===== src/rtl/parking_pkg.sv =====
// Shared types and constants for the parking session controller:
// FSM state encoding, gate identifiers and default widths.
package parking_pkg;

  localparam int SLOTS_DEFAULT = 8;
  localparam int TW_DEFAULT    = 11;

  typedef enum logic [1:0] {
    IDLE  = 2'd0,
    ENTRY = 2'd1,
    EXIT  = 2'd2,
    DONE  = 2'd3
  } state_e;

  typedef enum logic {
    ENTRY_GATE = 1'b0,
    EXIT_GATE  = 1'b1
  } gate_e;

endpackage


===== src/rtl/slot_priority_encoder.sv =====
// Combinational lowest-index finder over the free-slot mask.
module slot_priority_encoder #(
  parameter int SLOTS  = 8,
  parameter int SLOT_W = 3
) (
  input  logic [SLOTS-1:0]  free_mask,
  output logic [SLOT_W-1:0] free_idx,
  output logic              any_free
);

  // Scan from the top down so the lowest set bit is the last one written.
  always_comb begin
    free_idx = '0;
    for (int i = SLOTS - 1; i >= 0; i--) begin
      if (free_mask[i]) begin
        free_idx = SLOT_W'(i);
      end
    end
  end

  assign any_free = |free_mask;

endmodule


===== src/rtl/parking_session_ctrl.sv =====
// Arbitrates entry/exit gates onto the shared timer, allocating slots with
// timestamps on entry and reporting wrapped stay durations on exit.
module parking_session_ctrl
  import parking_pkg::*;
#(
  parameter int SLOTS  = SLOTS_DEFAULT,
  parameter int SLOT_W = 3,
  parameter int TW     = TW_DEFAULT
) (
  input  logic              clk,
  input  logic              reset,
  input  logic [TW-1:0]     timer,
  input  logic              entry_req,
  output logic              entry_ack,
  output logic [SLOT_W-1:0] entry_slot,
  output logic              entry_full,
  input  logic              exit_req,
  input  logic [SLOT_W-1:0] exit_slot,
  output logic              exit_ack,
  output logic [TW-1:0]     exit_duration,
  output logic              exit_err,
  output logic [SLOTS-1:0]  occupancy,
  output logic [SLOT_W:0]   free_count,
  output logic              full,
  output logic              empty
);

  localparam int CNT_W = SLOT_W + 1;

  state_e            state_q, state_d;
  gate_e             rr_last_q, rr_last_d;
  logic [SLOTS-1:0]  occ_q, occ_d;
  logic [TW-1:0]     ts_q [SLOTS];
  logic [TW-1:0]     ts_d [SLOTS];
  logic [SLOT_W-1:0] entry_slot_q, entry_slot_d;
  logic              entry_full_q, entry_full_d;
  logic [TW-1:0]     exit_dur_q, exit_dur_d;
  logic              exit_err_q, exit_err_d;
  logic              entry_ack_q, entry_ack_d;
  logic              exit_ack_q, exit_ack_d;
  logic [CNT_W-1:0]  free_count_q, free_count_d;
  logic              full_q, full_d;
  logic              empty_q, empty_d;

  logic [SLOT_W-1:0] free_idx;
  logic              any_free;
  logic              exit_in_range;
  logic              exit_hit;
  logic [CNT_W-1:0]  occ_cnt;

  slot_priority_encoder #(
    .SLOTS  (SLOTS),
    .SLOT_W (SLOT_W)
  ) u_prio (
    .free_mask (~occ_q),
    .free_idx  (free_idx),
    .any_free  (any_free)
  );

  assign exit_in_range = (32'(exit_slot) < 32'(SLOTS));
  assign exit_hit      = exit_in_range && occ_q[exit_slot];

  always_comb begin
    state_d      = state_q;
    rr_last_d    = rr_last_q;
    occ_d        = occ_q;
    ts_d         = ts_q;
    entry_slot_d = entry_slot_q;
    entry_full_d = entry_full_q;
    exit_dur_d   = exit_dur_q;
    exit_err_d   = exit_err_q;
    entry_ack_d  = 1'b0;
    exit_ack_d   = 1'b0;

    case (state_q)
      IDLE: begin
        // rr_last only moves on contested grants, so alternation is per conflict.
        if (entry_req && exit_req) begin
          if (rr_last_q == EXIT_GATE) begin
            state_d   = ENTRY;
            rr_last_d = ENTRY_GATE;
          end else begin
            state_d   = EXIT;
            rr_last_d = EXIT_GATE;
          end
        end else if (entry_req) begin
          state_d = ENTRY;
        end else if (exit_req) begin
          state_d = EXIT;
        end
      end
      ENTRY: begin
        state_d     = DONE;
        entry_ack_d = 1'b1;
        if (any_free) begin
          occ_d[free_idx] = 1'b1;
          ts_d[free_idx]  = timer;
          entry_slot_d    = free_idx;
          entry_full_d    = 1'b0;
        end else begin
          entry_full_d = 1'b1;
        end
      end
      EXIT: begin
        state_d    = DONE;
        exit_ack_d = 1'b1;
        if (exit_hit) begin
          exit_dur_d       = timer - ts_q[exit_slot];
          occ_d[exit_slot] = 1'b0;
          exit_err_d       = 1'b0;
        end else begin
          exit_dur_d = '0;
          exit_err_d = 1'b1;
        end
      end
      DONE: begin
        state_d = IDLE;
      end
      default: begin
        state_d = IDLE;
      end
    endcase
  end

  always_comb begin
    occ_cnt = '0;
    for (int i = 0; i < SLOTS; i++) begin
      occ_cnt = occ_cnt + {{SLOT_W{1'b0}}, occ_d[i]};
    end
    free_count_d = CNT_W'(SLOTS) - occ_cnt;
    full_d       = (free_count_d == '0);
    empty_d      = (free_count_d == CNT_W'(SLOTS));
  end

  always_ff @(posedge clk) begin
    if (reset) begin
      state_q      <= IDLE;
      rr_last_q    <= EXIT_GATE;
      occ_q        <= '0;
      for (int i = 0; i < SLOTS; i++) begin
        ts_q[i] <= '0;
      end
      entry_slot_q <= '0;
      entry_full_q <= 1'b0;
      exit_dur_q   <= '0;
      exit_err_q   <= 1'b0;
      entry_ack_q  <= 1'b0;
      exit_ack_q   <= 1'b0;
      free_count_q <= CNT_W'(SLOTS);
      full_q       <= 1'b0;
      empty_q      <= 1'b1;
    end else begin
      state_q      <= state_d;
      rr_last_q    <= rr_last_d;
      occ_q        <= occ_d;
      ts_q         <= ts_d;
      entry_slot_q <= entry_slot_d;
      entry_full_q <= entry_full_d;
      exit_dur_q   <= exit_dur_d;
      exit_err_q   <= exit_err_d;
      entry_ack_q  <= entry_ack_d;
      exit_ack_q   <= exit_ack_d;
      free_count_q <= free_count_d;
      full_q       <= full_d;
      empty_q      <= empty_d;
    end
  end

  assign entry_ack     = entry_ack_q;
  assign entry_slot    = entry_slot_q;
  assign entry_full    = entry_full_q;
  assign exit_ack      = exit_ack_q;
  assign exit_duration = exit_dur_q;
  assign exit_err      = exit_err_q;
  assign occupancy     = occ_q;
  assign free_count    = free_count_q;
  assign full          = full_q;
  assign empty         = empty_q;

endmodule


===== config.mk =====
export PLATFORM = sky130hd
export DESIGN_NAME = parking_session_ctrl
export DESIGN_NICKNAME = d
export VERILOG_FILES = /design/src/rtl/parking_pkg.sv /design/src/rtl/slot_priority_encoder.sv /design/src/rtl/parking_session_ctrl.sv
export SDC_FILE = /design/constraint.sdc
export NUM_CORES = 1
export LEC_CHECK = 0
export ABC_CLOCK_PERIOD_IN_PS = 5400
export CAP_MARGIN = 20
export CORE_MARGIN = 4
export CORE_UTILIZATION = 30
export DETAILED_ROUTE_END_ITERATION = 10
export PLACE_DENSITY_LB_ADDON = 0.05
export SLEW_MARGIN = 20
export SYNTH_ARGS = -nofsm -noshare
export SYNTH_HDL_FRONTEND = slang
export SYNTH_SLANG_ARGS = --single-unit

===== constraint.sdc =====
create_clock -name clk -period 5.4 [get_ports clk]
set_input_delay 1.35 -clock clk [delete_from_list [all_inputs] [get_ports clk]]
set_output_delay 1.35 -clock clk [all_outputs]
set_load 0.05 [all_outputs]

==> impl_metrics.yaml <==
routing:
  via_per_inst: 5.06
  wire_per_inst_um: 18.3
  num_vias: 4984
  dr.pass1.iters: 4
  drt_wl_total_um: 18000
  drc: 0
  ant_nets: 0
  drtIter0Drc: 301
timing:
  max_freq_ghz: 0.211
  fin_crit_sh: 0.879
  slew_headroom: 0.258
  maxSlewViolCount: 0
  tns_ns: 0
  finalHoldViolCount: 0
  skew_ns: 0.0109
  tightest_slew_ns: 1.11
  rsz0062_at_grt: "false"
  setup_viol_count_final: 0
  fin_ws_ns: 0.654
  fin_crit_ns: 4.75
cts:
  cts-root-buf: "clkbuf_16"
  cts_setup_buffers: 0
  cts_buffer_depth: 2
  ctsHoldBuffers: 0
  post_cts_resize_count: 0
  cts_max_level: 4
  cts_tree: "yes"
  clkLatencyLatePin_ns: 0.42
  numCtsBuffers: 17
  clock-sinks: 123
  clk_pin_slew_ns: 0.05
final_layout:
  num-nets-final: 750
  diodes: 0
  syn_to_final_growth_pct: 19.9
  layout.cells.most_common_list: "123 x dfxtp_1, 70 x nand2_1, 70 x a21oi_1, 66 x nor2_1, 63 x mux2i_1"
  final_cell_area_sq_um: 7320
  drive_above_1_share: 0.0931
  fillers: 1977
  final_common_cell: "dfxtp_1"
power_and_ir_drop:
  cellLeakagePower_uw: 0.00257
  ir_drop_mv: 0.199
  p_per_area_nw_per_um2: 316
grt:
  grt_max_degree: 89
  track_usage: 0.164
  grt_pass1_wl_um: 28400
  antenna_found_initial: 1
  grt_pass1_vias: 4859
  overflow: 0
synthesis:
  synth_area_per_cell_sq_um: 8.89
  synthArstFlopShare: 0
  ys_types: 57
  synth-seq-area-share: 0.404
  synth.largest_area_cell: "dfxtp_1"
  synth_seq_cells: 123
  synth_compound_area_frac: 0.139
  synthCells: 686
  synthesis.area_sq_um: 6100
  synth.area.top_cells: "dfxtp_1 40%, mux2i_1 10%, mux4_2 5.9%, a21oi_1 5.7%, nand2_1 4.3%"
  muxShareOfSynthArea: 0.166
  synth-simple-area-share: 0.171
  synth_top_area_frac: 0.404
  syn_nets: 728
  synth_top_family_by_area: "simple AND/OR/NAND/NOR gates"
  yosys.area_share.adder: 0.0554
  synthXorXnorAreaFrac: 0.0115
  synth_ff_type: "dfxtp_1"
  yosysWarnings: 0
  synth-edff-count: 0
die:
  rows: 51
  die_w_um: 151
  start_util: 0.309
  ios: 50
  die_h_um: 151
  dieArea_sq_um: 22700
  core_sq_um: 19700
critical_path:
  cp.required_ns: 5.67
  worstPathArrival_ns: 5.01
  worst-setup-path-type: "in2reg"
  cp-start-kind: "primary input"
  cp_cell_sequence: "clkdlybuf4s50_1 > mux4_2 > o31ai_1 > nand2_1 > a32o_1 > fa_1 > inv_1 > ha_1 > fa_1 > inv_1 > fa_1 > inv_1 > ha_1 > nor2b_1"
  path_max_fanout: 2
  cp-end-kind: "flop"
  critPathMaxStageDelay_ns: 0.58
  cp_slowest_cell: "clkdlybuf4s50_1"
placement:
  place_congestion: 0.831
  numPortBuffers: 49
  place_area_sq_um: 6800
  pre_cts_ws_ns: 0.214
  dp_hpwl_um: 11800
status:
  status: "finished clean"
hold_path:
  hp-class: "reg2reg"
run:
  maxCapViolCount: 0
area by class of cell:
cell class,instances,area [sq um],share of cell area
clock buffers,23,448,0.0612
clock inverters,8,72.6,0.00992
multi-input cells,482,3330,0.455
flip-flops and latches,123,2460,0.337
inverters,22,82.6,0.0113
well taps,265,332,0.0453
repair buffers,62,592,0.0809
per-layer routing:
| metal | part of all wire | track usage | vias up |
|---|---|---|---|
| met3 | 0.046 | 0.0379 | 14 |
| li1 | - | - | 2434 |
| met4 | 0.010 | 0.0426 | 0 |
| met5 | 0 | 0 | - |
| met2 | 0.45 | 0.259 | 114 |
| met1 | 0.49 | 0.228 | 2422 |
through the flow:
stage          total power (uW)  utilization  instances  hold WS (ns)
2_1_floorplan              1190            -        686         0.433
3_3_place_gp               1290        0.344        953         0.440
3_5_place_dp               1290        0.345        954         0.447
4_1_cts                    2340        0.371        985         0.455
5_1_grt                    2410        0.371        985         0.471
6_report                   2310        0.371        985         0.452
synthesized netlist by cell type (4+ instances only):
| cell | n |
|---|---|
| fa_1 | 5 |
| mux4_2 | 16 |
| nand3_1 | 35 |
| buf_1 | 5 |
| nand2_1 | 70 |
| o21ai_0 | 34 |
| ha_1 | 19 |
| a21oi_1 | 70 |
| dfxtp_1 | 123 |
| inv_1 | 22 |
| nor2_1 | 67 |
| buf_2 | 8 |
| mux2i_1 | 63 |
| nand2b_1 | 11 |
| nand4b_1 | 4 |
| nor2b_1 | 13 |
| nor3_1 | 4 |
| xnor2_1 | 5 |
| a31oi_1 | 4 |
| clkbuf_1 | 42 |
sequential cells by signal, indices dropped and copies added, names as in the netlist:
register	count
empty	1
entry_ack	1
entry_full	1
entry_slot	3
exit_ack	1
exit_duration	11
exit_err	1
free_count	4
full	1
occupancy	8
rr_last_q	1
state_q	2
ts_q	88
kinds of logic (layout without fill, tap and decap cells):
kind of cell    count (synthesis)  count (layout)
buf+inv                        81             115
fa+ha+maj                      24              24
compound gates                144             144
simple gates                  225             225
xor+xnor                        8               8
flops                         123             123
mux                            81              81
power by group:
group	switching, uW	internal (uW)
clock network	410	626
registers	13.8	933
logic	214	112
total	638	1670
worst paths after layout:
check | start | to | slack [ns] | cells after the start
setup / recovery | exit_slot[0] | free_count[2] | 0.65 | 14
hold / removal | entry_slot[1] | entry_slot[1] | 0.45 | 2
setup reg to reg | occupancy[0] | free_count[2] | 1.23 | 14
hold reg to reg | entry_slot[1] | entry_slot[1] | 0.45 | 2
worst max-delay path, delay by kind of cell:
| family | cells | cell delay, ns |
|---|---|---|
| mux | 1 | 0.39 |
| fa+ha+maj | 5 | 1.85 |
| simple gates | 2 | 0.20 |
| buf+inv | 4 | 0.76 |
| compound gates | 2 | 0.45 |
(Power assumes the default switching activity.)
